**config.mk**
```make
export PLATFORM = sky130hd
export DESIGN_NAME = mux_scan_nto1
export DESIGN_NICKNAME = d
export VERILOG_FILES = /design/src/rtl/mux_scan_nto1_pkg.sv /design/src/rtl/mux_scan_nto1_comb.sv /design/src/rtl/mux_scan_nto1.sv
export SDC_FILE = /design/constraint.sdc
export NUM_CORES = 1
export LEC_CHECK = 0
export CORE_AREA = 2 2 54 56
export CTS_CLUSTER_SIZE = 25
export DETAILED_ROUTE_END_ITERATION = 8
export DIE_AREA = 0 0 56 58
export GPL_TIMING_DRIVEN = 0
export PLACE_DENSITY = 0.79
export SLEW_MARGIN = 30
export SYNTH_ARGS = -nofsm -noshare
export SYNTH_HDL_FRONTEND = slang
export SYNTH_HIERARCHICAL = 1
export SYNTH_SLANG_ARGS = --single-unit
export TNS_END_PERCENT = 20
```
**constraint.sdc**
```tcl
create_clock -name clk -period 3.9 [get_ports clk]
set_input_delay 0.78 -clock clk [delete_from_list [all_inputs] [get_ports clk]]
set_output_delay 0.78 -clock clk [all_outputs]
set_load 0.1 [all_outputs]
```
**src/rtl/mux_scan_nto1_pkg.sv**
```systemverilog
// Shared definitions for the scanning N:1 multiplexer: FSM state encoding and a
// ceil(log2) helper for sizing select and dwell counters.
package mux_scan_nto1_pkg;

    typedef enum logic [1:0] {
        ST_IDLE = 2'd0,
        ST_MAN  = 2'd1,
        ST_SCAN = 2'd2
    } state_t;

    function automatic int clog2(input int value);
        int r;
        r = 0;
        for (int i = 0; i < 31; i++) begin
            if ((1 << i) < value) begin
                r = i + 1;
            end
        end
        return r;
    endfunction

endpackage

```
**src/rtl/mux_scan_nto1_comb.sv**
```systemverilog
// Pure combinational WIDTH x CHANNELS selector. An out-of-range select yields
// zero data and raises o_oor.
module mux_scan_nto1_comb #(
    parameter int WIDTH    = 8,
    parameter int CHANNELS = 4,
    parameter int SEL_W    = 2
) (
    input  logic [CHANNELS*WIDTH-1:0] i_din,
    input  logic [SEL_W-1:0]          i_sel,
    output logic [WIDTH-1:0]          o_dout,
    output logic                      o_oor
);

    always_comb begin
        o_dout = '0;
        o_oor  = 1'b1;
        for (int k = 0; k < CHANNELS; k++) begin
            if (i_sel == SEL_W'(k)) begin
                o_dout = i_din[k*WIDTH +: WIDTH];
                o_oor  = 1'b0;
            end
        end
    end

endmodule

```
**src/rtl/mux_scan_nto1.sv**
```systemverilog
// Registered N-channel multiplexer with manual select and round-robin scan
// modes, producing a flagged sample stream (valid, wrap, sel_err).
module mux_scan_nto1
    import mux_scan_nto1_pkg::*;
#(
    parameter  int WIDTH    = 8,
    parameter  int CHANNELS = 4,
    parameter  int DWELL    = 4,
    localparam int SEL_W    = clog2(CHANNELS)
) (
    input  logic                      clk,
    input  logic                      rst,
    input  logic                      en,
    input  logic                      mode,
    input  logic [SEL_W-1:0]          sel_in,
    input  logic [CHANNELS*WIDTH-1:0] din,
    output logic [WIDTH-1:0]          dout,
    output logic [SEL_W-1:0]          sel_out,
    output logic                      valid,
    output logic                      wrap,
    output logic                      sel_err,
    output state_t                    dbg_state
);

    localparam int              DW_W    = (DWELL > 1) ? clog2(DWELL) : 1;
    localparam logic [SEL_W-1:0] LAST_CH = SEL_W'(CHANNELS - 1);
    localparam logic [DW_W-1:0]  LAST_DW = DW_W'(DWELL - 1);

    state_t            r_state;
    state_t            w_next;
    logic [SEL_W-1:0]  r_idx;
    logic [DW_W-1:0]   r_dw;
    logic [SEL_W-1:0]  w_idx;
    logic [DW_W-1:0]   w_dw;
    logic [SEL_W-1:0]  w_sel;
    logic              w_last_ch;
    logic              w_last_dw;
    logic [WIDTH-1:0]  w_mux_dout;
    logic              w_oor;
    logic [WIDTH-1:0]  r_dout;
    logic [SEL_W-1:0]  r_sel_out;
    logic              r_valid;
    logic              r_wrap;
    logic              r_sel_err;

    always_comb begin
        w_next = r_state;
        if (!en) begin
            w_next = ST_IDLE;
        end else if (mode) begin
            w_next = ST_SCAN;
        end else begin
            w_next = ST_MAN;
        end
    end

    // Scan position only survives while staying in SCAN; any entry starts at channel 0.
    assign w_idx     = (r_state == ST_SCAN) ? r_idx : '0;
    assign w_dw      = (r_state == ST_SCAN) ? r_dw  : '0;
    assign w_last_ch = (w_idx == LAST_CH);
    assign w_last_dw = (w_dw == LAST_DW);
    assign w_sel     = (w_next == ST_MAN) ? sel_in : w_idx;

    mux_scan_nto1_comb #(
        .WIDTH   (WIDTH),
        .CHANNELS(CHANNELS),
        .SEL_W   (SEL_W)
    ) u_sel (
        .i_din (din),
        .i_sel (w_sel),
        .o_dout(w_mux_dout),
        .o_oor (w_oor)
    );

    always_ff @(posedge clk or posedge rst) begin
        if (rst) begin
            r_state   <= ST_IDLE;
            r_idx     <= '0;
            r_dw      <= '0;
            r_dout    <= '0;
            r_sel_out <= '0;
            r_valid   <= 1'b0;
            r_wrap    <= 1'b0;
            r_sel_err <= 1'b0;
        end else begin
            r_state <= w_next;
            case (w_next)
                ST_MAN: begin
                    r_dout    <= w_mux_dout;
                    r_sel_out <= sel_in;
                    r_valid   <= 1'b1;
                    r_wrap    <= 1'b0;
                    r_sel_err <= w_oor;
                    r_idx     <= '0;
                    r_dw      <= '0;
                end
                ST_SCAN: begin
                    r_dout    <= w_mux_dout;
                    r_sel_out <= w_idx;
                    r_valid   <= 1'b1;
                    r_wrap    <= w_last_ch && w_last_dw;
                    r_sel_err <= 1'b0;
                    if (w_last_dw) begin
                        r_dw  <= '0;
                        r_idx <= w_last_ch ? '0 : w_idx + SEL_W'(1);
                    end else begin
                        r_dw  <= w_dw + DW_W'(1);
                        r_idx <= w_idx;
                    end
                end
                default: begin
                    r_valid   <= 1'b0;
                    r_wrap    <= 1'b0;
                    r_sel_err <= 1'b0;
                    r_idx     <= '0;
                    r_dw      <= '0;
                end
            endcase
        end
    end

    assign dout      = r_dout;
    assign sel_out   = r_sel_out;
    assign valid     = r_valid;
    assign wrap      = r_wrap;
    assign sel_err   = r_sel_err;
    assign dbg_state = r_state;

endmodule

```
== Word-level counts from Yosys, hierarchy flattened ==
Index checks and enable logic that the tools add are counted.

* Input bits: 38
* Output and inout bits: 15
* Logic and storage cells: 44
* Register bits after elaboration: 19

* Reduce and logical (&&, ||, !) cells: 4
* Equal/unequal tests: 8
* Add/sub/neg operators: 2
* Mux-type cells: 22

{| class="wikitable"
|+ Operator list
! cell !! number
|-
| $mux W8 || 4
|-
| $mux W2 || 10
|-
| $eq A2 B2 Y1 const B || 6
|-
| $mux W1 || 7
|-
| $add A2 B1 Y2 const B || 2
|-
| $eq A2 B1 Y1 const B || 2
|-
| $pmux W2 S2 || 1
|-
| $logic_not A2 Y1 || 1
|-
| $reduce_bool A2 Y1 || 1
|-
| $reduce_or A2 Y1 || 1
|-
| $logic_and A1 B1 Y1 || 1
|}

== Depth between registers and ports, before layout ==
Gate-level depths: netlist (run 1).

* Depth in word-level cells: 10
* Gate-level depth with buffers: 6
* Mapped depth without buffers: 5

== By module ==
Netlist (run 1), hierarchy kept.

{| class="wikitable"
|+ Modules (own cells, without submodules)
! module !! seq. area each (µm²) !! times used !! area an instance (µm²) !! cells an instance
|-
| mux_scan_nto1 || 475.5 || 1 || 825.8 || 63
|-
| mux_scan_nto1_comb || 0.0 || 1 || 207.7 || 12
|}

== Least setup slack after synthesis (run 1) ==
No wires, ideal clock.

* Kind: register to register
* From: register r_state[1] (netlist: dbg_state[1])
* To: register r_dout[1] (netlist: dout[1])
* Data required time: 3.774 ns
* Clock period less this slack: 2.430 ns
* Setup slack: 1.470 ns
* Buffers on the path: 1
* Arrival time: 2.304 ns
* Stages on the path, launching flop included: 6
* Library setup time: 0.126 ns
* Path through: dfrtp_1 and3b_1 mux2_2 buf_6 mux4_2 mux2_4

* Longest elaborated chain between the ends: 8
* Elaborated cells on any way between the ends: 11
* Those cells by class: 4 x eq/ne; 6 x mux; 1 x reduce/logical

{| class="wikitable"
|+ RTL lines
! item !! line !! source
|-
| start, declared || mux_scan_nto1.sv:29 || <nowiki>state_t r_state;</nowiki>
|-
| start signal, assigned || mux_scan_nto1.sv:86 || <nowiki>r_state <= w_next;</nowiki>
|-
| $eq A2 B2 Y1 * || mux_scan_nto1.sv:58 || <nowiki>assign w_idx = (r_state == ST_SCAN) ? r_idx : '0;</nowiki>
|-
| $mux W2 * || mux_scan_nto1.sv:58 ||
|-
| $mux W2 * || mux_scan_nto1.sv:62 || <nowiki>assign w_sel = (w_next == ST_MAN) ? sel_in : w_idx;</nowiki>
|-
| named net w_sel[0] || mux_scan_nto1.sv:35 || <nowiki>logic [SEL_W-1:0] w_sel;</nowiki>
|-
| $logic_not A2 Y1 || mux_scan_nto1_comb.sv:18 || <nowiki>if (i_sel == SEL_W'(k)) begin</nowiki>
|-
| $mux W8 (3 in a row) || mux_scan_nto1_comb.sv:18 ||
|-
| $mux W8 * || mux_scan_nto1_comb.sv:18 ||
|-
| named net w_mux_dout[1] || mux_scan_nto1.sv:38 || <nowiki>logic [WIDTH-1:0] w_mux_dout;</nowiki>
|-
| end signal, assigned || mux_scan_nto1.sv:89 || <nowiki>r_dout <= w_mux_dout;</nowiki>
|-
| end signal, assigned || mux_scan_nto1.sv:98 || <nowiki>r_dout <= w_mux_dout;</nowiki>
|-
| end, declared || mux_scan_nto1.sv:40 || <nowiki>logic [WIDTH-1:0] r_dout;</nowiki>
|}

Mark *: on every way through the listed nets, which the timed path passes. The rest lies on a longest branch.
A chain may end at the register's enable or synchronous reset.

== Final worst setup path (run 1) ==
* From: register r_state[0] (netlist: dbg_state[0])
* To: output dbg_state[0]

{| class="wikitable"
|+ RTL lines
! item !! line !! source
|-
| end, declared || mux_scan_nto1.sv:22 || <nowiki>output state_t dbg_state</nowiki>
|}

No word-level cell between the ends.

==> results of run 1 <==
==> cell type report <==
cell class / instances / area share
Clock buffer: 4 / 0.0162
Sequential cell: 19 / 0.294
Tap cell: 31 / 0.0240
Inverter: 3 / 0.00696
Multi-Input combinational cell: 46 / 0.302
Timing Repair Buffer: 52 / 0.321
Buffer: 7 / 0.0355
==> worst max path at each step <==
stage               slack, ns                    from             endpoint
finish                   1.27  dbg_state[0]$_DFF_PP0_         dbg_state[0]
global route             1.20  dbg_state[1]$_DFF_PP0_         dbg_state[1]
CTS                      1.24  dbg_state[0]$_DFF_PP0_         dbg_state[0]
detailed placement       1.09                    mode  dout[1]$_DFFE_PP0P_
global placement         1.12                    mode  dout[1]$_DFFE_PP0P_
floorplan                1.47  dbg_state[1]$_DFF_PP0_  dout[1]$_DFFE_PP0P_
==> cell usage after synthesis (2+ instances only) <==
cell type / number
sky130_fd_sc_hd__mux4_2: 8
sky130_fd_sc_hd__mux2_2: 8
sky130_fd_sc_hd__a31oi_1: 2
sky130_fd_sc_hd__nor2_1: 2
sky130_fd_sc_hd__and3b_1: 3
sky130_fd_sc_hd__dfrtp_1: 19
sky130_fd_sc_hd__nand2b_1: 3
sky130_fd_sc_hd__inv_1: 3
sky130_fd_sc_hd__buf_6: 3
sky130_fd_sc_hd__and2_1: 4
sky130_fd_sc_hd__nand4b_1: 2
sky130_fd_sc_hd__buf_4: 2
==> worst reg2reg max path, stage by stage, from the launching register on <==
cell,delay [ns]
sky130_fd_sc_hd__dfrtp_1,0.43
sky130_fd_sc_hd__and3b_1,0.28
sky130_fd_sc_hd__mux2_2,0.18
sky130_fd_sc_hd__buf_6,0.16
sky130_fd_sc_hd__mux4_2,0.51
sky130_fd_sc_hd__mux2_4,0.27
==> cell families after synthesis <==
family,Yosys count,synth area share
adder cells (fa/ha/maj),1,0.0121
AO/OA/AOI/OAI,6,0.0436
buffers and inverters,10,0.0666
AND/OR/NAND/NOR,20,0.128
other,1,0.00363
multiplexers,18,0.286
flip-flops,19,0.460
==> per-stage QoR <==
step            util  setup WS (ns)  instance area [sq um]  total power (uW)
3_5_place_dp   0.598           1.09                   1590               461
3_3_place_gp   0.598           1.12                   1590               459
2_1_floorplan      -           1.47                   1030               382
5_1_grt        0.608           1.20                   1620               579
6_report       0.608           1.27                   1620               552
4_1_cts        0.608           1.24                   1620               559
==> per-layer routing <==
layer	wire (microns)	vias to the layer above	share of wire
met5	0	-	0
met4	0	0	0
met3	281	0	0.14
met2	1040	44	0.50
met1	753	384	0.36
li1	-	387	-
==> registers in the layout, indices dropped and copies added, names as in the netlist <==
signal / cells
dbg_state: 2
dout: 8
r_dw: 2
valid: 1
sel_out: 2
wrap: 1
r_idx: 2
sel_err: 1
==> power groups by stage <==
stage | Sequential (uW) | Clock (uW) | Combinational (uW)
2_1_floorplan | 338 | 0 | 44.6
3_3_place_gp | 224 | 0 | 235
3_5_place_dp | 225 | 0 | 236
4_1_cts | 222 | 101 | 237
5_1_grt | 224 | 111 | 245
6_report | 221 | 96.4 | 234
==> results by stage, run 1 <==
Outcome:
- The run finished with clean final reports.

Worst setup path:
- On the worst path, the slowest cell contributes a delay of 1.15 ns.
- The element type at the critical path end is a primary output.
- STA puts the critical path data required time at 3.12 ns.
- Along the worst path, the maximum fanout reaches 5.
- The signal on the critical path passes through clkdlybuf4s50_1.
- The number of gates on the worst path with buffers counted is 1.
- The critical path startpoint category is a flop.
- In this run the critical register-to-register path is captured at dout[1]$_DFFE_PP0P_.
- The cell family contributing the most delay on the critical path is buffers and inverters.
- The endpoint arrival time on the critical path is 1.85 ns.
- The path depth of the worst reg2reg path is 5.
- The startpoint identified for the worst register-to-register timing path is dbg_state[0]$_DFF_PP0_.
- The path type of the worst setup path is reg2out.
- The register-to-register path setup slack is 1.97 ns.
- For this design, the slowest cell found on the critical path is sky130_fd_sc_hd__clkdlybuf4s50_1.
- The number of buffers and inverters on the critical path is 1.

STA:
- The final cycle utilization of the critical path is 0.674.
- Across all hold checks on the routed design, the worst slack comes to 0.447 ns.
- The number of hold-slack violations in the final timing report is 0.
- The number of slew-limit violations in the final report is 0.
- The time the final worst path needs with I/O delays and setup is 2.63 ns.
- Adding up every negative setup slack in the final design gives 0 ns.
- The clock arrives with 0.00353 ns of skew.
- For the pin with the worst max-slew slack, the measured transition is 0.986 ns.
- The final-report setup violation count is 0.
- Headroom to the max-slew limit came out at 0.341.
- Setup repair after global routing left no endpoint under its margin.
- Derived from the worst setup path, the maximum achievable clock frequency is 380 MHz.

Power:
- The share of total power dissipated in the clock network is 0.175.
- In this run the power density over the cells is 341 nW/um^2.
- The proportion of power drawn by flip-flops and latches is 0.401.
- The analysis attributes to net switching a power of 213 uW.
- The worst supply voltage drop on vdd is 230 uV.
- Internal power comes to 339 uW.
- The static leakage power is 0.000690 uW.
- The combinational fraction of design power is 0.424.
- Of the total power, the share spent switching nets is 0.385.

Floorplanning:
- In this run the core area contains 19 standard-cell rows.
- The number of top-level pins is 53.
- The die span in x is 56 microns.
- For this configuration, the core starts out at a cell density of 0.388.
- The die height is 58 microns.
- The area of the die is 3250 sq um.
- The core region is 2660 sq um.

Cells and area:
- Summing all flip-flop and latch instances after layout gives 475 sq um.
- The commonest non-fill, non-tap cell in the layout is sky130_fd_sc_hd__clkdlybuf4s50_1.
- The total area of multi-input combinational cells is 489 sq um.
- The number of fillers in the final layout is 224.
- Relative to the synthesized area, the layout overhead comes to 56.7%.
- Leaving out filler cells and counting taps, the final layout contains 162.
- In the layout the commonest cells are sky130_fd_sc_hd__clkdlybuf4s50_1, sky130_fd_sc_hd__dfrtp_1, sky130_fd_sc_hd__mux2_2, sky130_fd_sc_hd__mux4_2, sky130_fd_sc_hd__and2_1.
- The net total in the final layout is 171.
- Of the cells placed in the final design, the portion with a size suffix greater than 1 is 0.206.
- 0 antenna diodes ended up in the layout.

Routing:
- Using the TritonRoute via totals, the vias-per-cell ratio works out to 5.03.
- The detail route stage leaves a number of antenna-violating nets equal to 0.
- The wire length per cell after detailed routing is 12.8 microns.
- After detailed routing, the total wire length is 2070 microns.
- The detailed router placed 815 vias in this run.
- The remaining routing DRC violations is 0.
- The number of optimization iterations in the first detailed-route pass is 3.
- After the first detailed-routing iteration, the DRC count stood at 5.

Synthesis:
- In this run, synthesis inferred 0 flip-flops with an integrated enable.
- The total of warnings raised by yosys is 6.
- The cell area after technology mapping is 1030 sq um.
- The number of nets in the synthesized netlist is 114.
- The synthesized area per cell is 13.8 sq um.
- sky130_fd_sc_hd__dfrtp_1 takes more of the synthesized area than any other cell.
- The distinct cell type count of the synthesized netlist is 28.
- The count of mapped cells out of synthesis is 75.
- Of all flip-flops after synthesis, the portion carrying an async set or reset was 1.00.
- Synthesis inferred 19 register bits.
- The share of synthesized area in the top cell type comes to 0.460.
- By area the synthesized netlist is led by sky130_fd_sc_hd__dfrtp_1, sky130_fd_sc_hd__mux4_2, sky130_fd_sc_hd__mux2_2.
- The sequential cell area fraction in the yosys report is 0.460.
- Among all flip-flop cells after synthesis, the most frequent one is sky130_fd_sc_hd__dfrtp_1.

Global routing:
- For this run, the total global-route usage over all layers was measured as 0.140.
- The first global-routing pass estimated 3540 microns of wire.
- The fraction of met2 tracks used by global routing is 0.244.
- The number of global-route vias before repair is 903.
- The most heavily used metal layer in global routing is met2.
- In the global route stage, met3 resource usage came out at 0.0603.
- The total congestion overflow is 0.
- The maximum number of pins on one net before global-route repair is 20.
- The initial antenna violation count is 0.
- The routing usage on met1 is 0.153.

Clocking:
- The count of instances resized after the clock tree is built is 0.
- CTS built an H-tree with a depth of 1.
- TritonCTS built the clock tree.
- The number of buffers inserted for hold repair after clock tree synthesis is 0.
- The clock tree root driver cell is sky130_fd_sc_hd__clkbuf_4.
- The later-pin clock latency in the skew report is 0.29 ns.
- After clock tree synthesis, the setup repair step added 0 buffers.
- In this run, CTS created clock tree buffers numbering 3.
- The deepest clock path buffer count is 2.
- CTS saw 19 sinks.
- Clock-pin slew was measured on the worst setup and hold paths at 0.10 ns.

Placed design:
- The global placer's final weighted congestion is 0.802.
- After detailed placement, the design holds a cell count of 158.
- The wire-length estimate of the detail-placed layout is 1720 microns.
- The number of buffers added on ports is 52.

Worst hold path:
- The path class of the tightest hold or removal check is reg2reg.
- Along the worst hold path, the cell count comes to 1.
- The path with the worst hold slack has its endpoint at r_dw[0]$_DFF_PP0_.
- The beginning of the worst hold path is r_dw[0]$_DFF_PP0_.

Run:
- Across the run, the number of max-cap violations was 0.
(Power assumes the default switching activity.)
==> run 2: changes to the inputs <==
--- a/config.mk
+++ b/config.mk
@@ -5,12 +5,12 @@
 export SDC_FILE = /design/constraint.sdc
 export NUM_CORES = 1
 export LEC_CHECK = 0
-export CORE_AREA = 2 2 54 56
+export CORE_AREA = 2 2 58 60
 export CTS_CLUSTER_SIZE = 25
 export DETAILED_ROUTE_END_ITERATION = 8
-export DIE_AREA = 0 0 56 58
+export DIE_AREA = 0 0 60 62
 export GPL_TIMING_DRIVEN = 0
-export PLACE_DENSITY = 0.79
+export PLACE_DENSITY = 0.72
 export SLEW_MARGIN = 30
 export SYNTH_ARGS = -nofsm -noshare
 export SYNTH_HDL_FRONTEND = slang
==> constraint.sdc (replaced) <==
create_clock -name clk -period 2.2 [get_ports clk]
set_input_delay 0.44 -clock clk [delete_from_list [all_inputs] [get_ports clk]]
set_output_delay 0.44 -clock clk [all_outputs]
set_load 0.1 [all_outputs]
==> results by stage, run 2 (synthesis gave the netlist of run 1 again) <==
Cells and area:
- The final antenna diode count is 0.
- The number of fillers in the final layout is 289.
- After the last flow step, the layout net total stands at 171.
- The commonest non-fill, non-tap cell in the layout is sky130_fd_sc_hd__clkdlybuf4s50_1.
- After routing the design area is 1620 sq um.
- Compared with the post-synthesis result, the final layout area differs by 57.0%.
- The fraction of layout instances using a drive strength above 1 is 0.229.
- The top cell types in the final layout, fill and taps aside, are sky130_fd_sc_hd__clkdlybuf4s50_1, sky130_fd_sc_hd__dfrtp_1, sky130_fd_sc_hd__dlygate4sd2_1.
- The register with the most flip-flops in the layout has 8 of them.

Worst setup path:
- Counting stages on the worst path, the most repeated cell is sky130_fd_sc_hd__mux2_2.
- The required time of the critical path is 2.41 ns.
- Walking the worst path, the cells encountered are clkdlybuf4s50_1 > nand2b_1 > mux2_2 > buf_6 > mux4_2 > mux2_2.
- STA puts the critical path data arrival time at 2.32 ns.
- The slowest stage of the critical path is the sky130_fd_sc_hd__clkdlybuf4s50_1 cell.
- In this design, the stage delay of the slowest critical-path cell is 0.50 ns.
- The maximum fanout along the worst path is 8.
- The critical path startpoint category is an input port.
- By startpoint and endpoint, the worst setup path is classified as in2reg.
- The element type at the critical path end is a flop.

Power:
- After layout, the design draws a total of 969 uW.
- The net switching power is 389 uW.
- For this design the static power due to leakage is 0.000721 uW.
- IR analysis of the VDD net gives a maximum drop of 291 uV.
- The share of total power dissipated in combinational logic is 0.407.
- Power spread over the standard cell area amounts to 597 nW/um^2.
- The internal power of the cells is 580 uW.
- The share of total power dissipated in the clock network is 0.188.
- Of the total power, the share spent switching nets is 0.402.
- The share of total power dissipated in sequential elements is 0.405.

Clocking:
- The later-pin clock latency in the skew report is 0.31 ns.
- Counting along the longest clock path gives a buffer depth of 2.
- In this run, post-CTS hold repair placed 0 buffers.
- The clock tree root driver cell is sky130_fd_sc_hd__clkbuf_4.
- The CTS tree is yes.
- After clock tree synthesis, the clock-pin slew on the worst setup and hold paths is 0.11 ns.
- The depth of the CTS H-tree is 1.
- TritonCTS created 3 clock buffers.
- The number of sinks driven by the clock tree is 19.

Placed design:
- The placed instances occupy a cell area of 1610 sq um.
- After legalization and detailed placement, the total HPWL measured 1820 microns.
- In this run the tool buffered the top-level ports with 52 buffer cells.
- The global placer's final weighted congestion is 0.745.

Routing:
- The number of optimization iterations in the first detailed-route pass is 4.
- The aggregate routed wire length is 2240 microns.
- The detailed router finished its first iteration with 25 violations.
- The average vias per placed instance is 4.54.
- The detailed router placed 804 vias in this run.
- In the final routed layout, each cell accounts on average for 12.6 microns.
- For this run, design rule violations remaining after detail routing come to 0.
- In this run the remaining antenna-violating nets after routing total 0.

Global routing:
- The initial antenna violation count is 0.
- The maximum number of pins on one net before global-route repair is 20.
- The first-pass GRT wire length is 3760 microns.
- The number of global-route vias before repair is 853.
- The total congestion overflow is 0.
- The total global routing track utilization is 0.137.

STA:
- On the final layout, the worst hold slack is 0.449 ns.
- The peak clock frequency supported by timing is 473 MHz.
- In this run the tightest slew margin relative to its limit is 0.361.
- The number of hold-slack violations in the final timing report came to 0.
- The setup TNS is 0 ns.
- The number of slew-limit violations in the final report was 0.
- Setup repair after global routing left no endpoint under its margin.
- The smallest clock period supported by the final layout is computed as 2.11 ns.
- Across the routed clock network, the largest skew measured is 0.00779 ns.
- For the pin with the worst max-slew slack, the measured transition is 0.962 ns.
- The final cycle utilization of the critical path is 0.961.
- The final-report setup violation count is 0.

Floorplanning:
- The die height is 62 microns.
- The die covers 3720 sq um.
- The area of the core region is 3180 sq um.
- In this run the core area contains 21 standard-cell rows.
- The die span in x is 60 microns.
- 53 I/O pins were placed.
- The initial utilization of the core area, before any placement, comes to 0.325.

Run:
- Across the run, the number of max-cap violations was 0.

Worst hold path:
- The path class of the tightest hold or removal check is reg2reg.

Outcome:
- The run finished with clean final reports.
-- run 2: changes by cell type in the layout (fill, tap and decap cells not counted), sizes merged --
| cell | change |
|---|---|
| clkdlybuf4s50 | -15 |
| dlygate4sd2 | +15 |
| clkbuf | -1 |
| clkinv | +1 |
-- run 2: repair_timing --
action                     in CTS  in global routing
resized for setup              15                  0
buffers inserted                0                  0
setup endpoints to repair      15                  0
-- run 2: final timing paths --
| kind | cells past startpoint | startpoint | to | slack, ns |
|---|---|---|---|---|
| worst max-delay path | 6 | mode | dout[6]$_DFFE_PP0P_ | 0.09 |
| worst min-delay path | 1 | r_dw[0]$_DFF_PP0_ | r_dw[0]$_DFF_PP0_ | 0.45 |
| worst max register to register | 5 | dbg_state[0]$_DFF_PP0_ | dout[6]$_DFFE_PP0P_ | 0.28 |
| worst min register to register | 1 | r_dw[0]$_DFF_PP0_ | r_dw[0]$_DFF_PP0_ | 0.45 |
| max in group asynchronous | 2 | rst | dbg_state[0]$_DFF_PP0_ | 1.15 |
| min in group asynchronous | 2 | rst | dout[5]$_DFFE_PP0P_ | 0.54 |
-- run 2: per-layer routing --
layer	GRT usage	wire, microns	vias to the layer above	share of wire
li1	-	-	385	-
met1	0.165	855	383	0.38
met2	0.244	1200	34	0.54
met3	0.0476	168	2	0.075
met4	0.0190	9	0	0.0040
met5	0	0	-	0
-- run 2: critical path, delay by kind of cell --
kind          cells  cell delay, ns
mux               3            1.07
buf+inv           2            0.65
simple gates      1            0.17
-- run 2: area by class of cell --
type / instances / area, sq um / area share
Buffer: 7 / 57.6 / 0.0355
Clock buffer: 3 / 22.5 / 0.0139
Timing Repair Buffer: 52 / 502 / 0.309
Multi-Input combinational cell: 46 / 489 / 0.301
Clock inverter: 1 / 5.00 / 0.00308
Inverter: 3 / 11.3 / 0.00694
Tap cell: 46 / 57.6 / 0.0355
Sequential cell: 19 / 478 / 0.295
-- run 2: power groups by stage --
stage               clock, uW  combinational [uW]  sequential [uW]
floorplan                   0                79.0              599
global placement            0                 414              399
detailed placement          0                 418              401
CTS                       192                 398              393
global route              203                 413              397
finish                    182                 395              392
-- run 2: metrics by stage --
| step | util | setup WS, ns | instances |
|---|---|---|---|
| after floorplan | - | 0.0644 | 75 |
| after global placement | 0.508 | -0.225 | 173 |
| after detailed placement | 0.508 | -0.270 | 173 |
| after CTS | 0.510 | 0.0734 | 177 |
| after global routing | 0.510 | 0.0337 | 177 |
| final | 0.510 | 0.0867 | 177 |
==> run 3: changes to the inputs <==
--- a/config.mk
+++ b/config.mk
@@ -5,10 +5,10 @@
 export SDC_FILE = /design/constraint.sdc
 export NUM_CORES = 1
 export LEC_CHECK = 0
-export CORE_AREA = 2 2 58 60
+export CORE_AREA = 2 2 66 53
 export CTS_CLUSTER_SIZE = 25
 export DETAILED_ROUTE_END_ITERATION = 8
-export DIE_AREA = 0 0 60 62
+export DIE_AREA = 0 0 68 55
 export GPL_TIMING_DRIVEN = 0
 export PLACE_DENSITY = 0.72
 export SLEW_MARGIN = 30
==> results by stage, run 3 (synthesis gave the netlist of run 1 again) <==
Clocking:
- The number of buffers created by CTS is 3.
- In this run, post-CTS hold repair placed 0 buffers.
- The tree built by TritonCTS fans out to 19 sinks.
- CTS placed an instance of sky130_fd_sc_hd__clkbuf_8 at the clock tree root.
- The later-pin clock latency in the skew report is 0.26 ns.
- After clock tree synthesis, the clock-pin slew on the worst setup and hold paths is 0.07 ns.
- CTS built an H-tree with a depth of 1.
- The number of buffers added for setup after CTS is 0.
- The longest clock path from root to sink contains 2 buffers.
- Post-CTS repair changed the size of 4 cells.
- TritonCTS built the clock tree.

Cells and area:
- The relative area change from synthesis to final layout is 63.4%.
- The final antenna diode count is 0.
- The number of flip-flops in the largest register is 8.
- After routing the design area is 1690 sq um.
- In the layout the commonest cells are sky130_fd_sc_hd__clkdlybuf4s50_1, sky130_fd_sc_hd__dfrtp_1, sky130_fd_sc_hd__dlymetal6s2s_1.
- Of the cells placed in the final design, the portion with a size suffix greater than 1 is 0.237.
- The library cell used most frequently in the layout, excluding fill and tap cells, is sky130_fd_sc_hd__clkdlybuf4s50_1.
- The net total in the final layout is 171.

Worst setup path:
- The cell with the biggest individual delay on the critical path is sky130_fd_sc_hd__clkdlybuf4s50_1.
- Traced cell by cell, the critical path runs through clkdlybuf4s50_1.
- At the worst endpoint, the required time is 1.76 ns.
- The cell family contributing the most delay on the critical path is buffers and inverters.
- The worst stage delay on the critical path is 1.12 ns.
- The maximum fanout along the worst path is 1.
- The element type at the critical path end is a primary output.
- The number of buffers and inverters on the critical path is 1.
- The path type of the worst setup path is reg2out.
- The critical path startpoint category is a flop.
- The register-to-register path setup slack is 0.28 ns.
- The endpoint arrival time on the critical path is 1.71 ns.

Outcome:
- The flow ran to the end, and the final reports show no timing, DRC or antenna violations.

STA:
- The number of hold-slack violations in the final timing report is 0.
- Setup repair after global routing left no endpoint under its margin.
- The actual slew at the worst max-slew pin is 0.989 ns.
- For this run, the top clock speed supported by timing is 465 MHz.
- On the final layout, the worst clock skew is 0.00325 ns.
- The time the final worst path needs with I/O delays and setup is 2.15 ns.
- The tightest hold path in the finished design has a slack of 0.441 ns.
- The number of slew-limit violations in the final report is 0.
- Setup violations remaining at the end of the flow were counted as 0.
- The worst pin sits at a relative slew slack of 0.340.
- The final cycle utilization of the critical path is 0.978.

Floorplanning:
- The die is 55 microns tall.
- The count of standard-cell rows is 18.
- The die covers 3740 sq um.
- The area of the core region is 3110 sq um.
- The starting density of the core is 0.333.
- The number of top-level pins is 53.
- The die is 68 microns wide.

Global routing:
- The number of global-route vias before repair was 791.
- The maximum number of pins on one net before global-route repair is 20.
- The initial antenna violation count is 0.
- The total global routing track utilization is 0.141.
- The total congestion overflow is 0.
- The first-pass GRT wire length is 3690 microns.

Routing:
- The first TritonRoute pass finished after 4 iterations.
- The count of nets left with antenna violations after detail routing is 0.
- The routed design uses 157 microns of met3 wire.
- The detailed router finished its first iteration with 21 violations.
- The detailed-route via count is 816.
- The met1 routed wirelength after detailed routing is 1030 microns.
- The aggregate routed wire length is 2440 microns.
- After detailed routing, no signal wire sits above met4.
- For this run, design rule violations remaining after detail routing come to 0.
- The met2 wire length is 1200 microns.
- The wire length per cell after detailed routing is 14.3 microns.
- The average vias per placed instance is 4.77.

Power:
- Across the VDD grid, the largest voltage drop is 279 uV.
- The power density over the cells is 622 nW/um^2.
- Total power for the finished layout comes to 1050 uW.
- Summed over all cells, the static leakage comes to 0.000805 uW.

Worst hold path:
- The kind of path behind the tightest hold check is reg2reg.

Placed design:
- The number of buffers added on ports is 52.
- The total half-perimeter wirelength after legalization and detailed placement is 1890 microns.
- In this run the cell area measured after placement is 1610 sq um.
- The global placer's final weighted congestion is 0.798.

Run:
- The max-cap check violation count is 0.
==> run 3: changes by cell type in the layout (fill, tap and decap cells not counted) <==
| cell | change |
|---|---|
| sky130_fd_sc_hd__dlygate4sd2_1 | -13 |
| sky130_fd_sc_hd__dlymetal6s2s_1 | +10 |
| sky130_fd_sc_hd__clkbuf_8 | +3 |
| sky130_fd_sc_hd__clkdlybuf4s50_1 | +3 |
| sky130_fd_sc_hd__clkbuf_4 | -2 |
| sky130_fd_sc_hd__buf_6 | -1 |
| sky130_fd_sc_hd__buf_8 | +1 |
| sky130_fd_sc_hd__clkbuf_2 | -1 |
| sky130_fd_sc_hd__nand2b_1 | -1 |
| sky130_fd_sc_hd__nand2b_4 | +1 |
==> run 3: routing by layer <==
| layer | GRT usage | up-vias |
|---|---|---|
| li1 | - | 388 |
| met5 | 0 | - |
| met1 | 0.174 | 390 |
| met4 | 0.0700 | 0 |
| met3 | 0.0202 | 4 |
| met2 | 0.246 | 34 |
==> run 3: path summary, 6_finish.rpt <==
| path | start | end | depth (start not counted) |
|---|---|---|---|
| worst max-delay path | wrap$_DFF_PP0_ | wrap | 1 |
| worst min-delay path | r_dw[0]$_DFF_PP0_ | r_dw[0]$_DFF_PP0_ | 1 |
| worst max register to register | dbg_state[0]$_DFF_PP0_ | dout[6]$_DFFE_PP0P_ | 5 |
| worst min register to register | r_dw[0]$_DFF_PP0_ | r_dw[0]$_DFF_PP0_ | 1 |
| max in group asynchronous | rst | dbg_state[0]$_DFF_PP0_ | 2 |
| min in group asynchronous | rst | dout[5]$_DFFE_PP0P_ | 2 |
==> run 3: final cells by class <==
type | instances | area (sq um)
fill | 261 | 1420
timing repair buffer | 52 | 543
multi-input combinational | 46 | 497
sequential | 19 | 478
buffer | 7 | 63.8
tap | 40 | 50.0
clock buffer | 3 | 41.3
inverter | 3 | 11.3
clock inverter | 1 | 5.00
==> run 3: through the flow <==
step,setup TNS [ns],cells,worst slack [ns],util
2_1_floorplan,0,75,0.0644,-
3_3_place_gp,-1.87,167,-0.240,0.517
3_5_place_dp,-2.01,167,-0.266,0.517
4_1_cts,0,171,0.000894,0.534
5_1_grt,0,171,0.00441,0.543
6_report,0,171,0.0476,0.543
==> run 3: report_power, final <==
group | total, uW | internal [uW] | switching [uW]
sequential | 392 | 378 | 14.2
combinational | 416 | 153 | 263
clock | 242 | 126 | 116
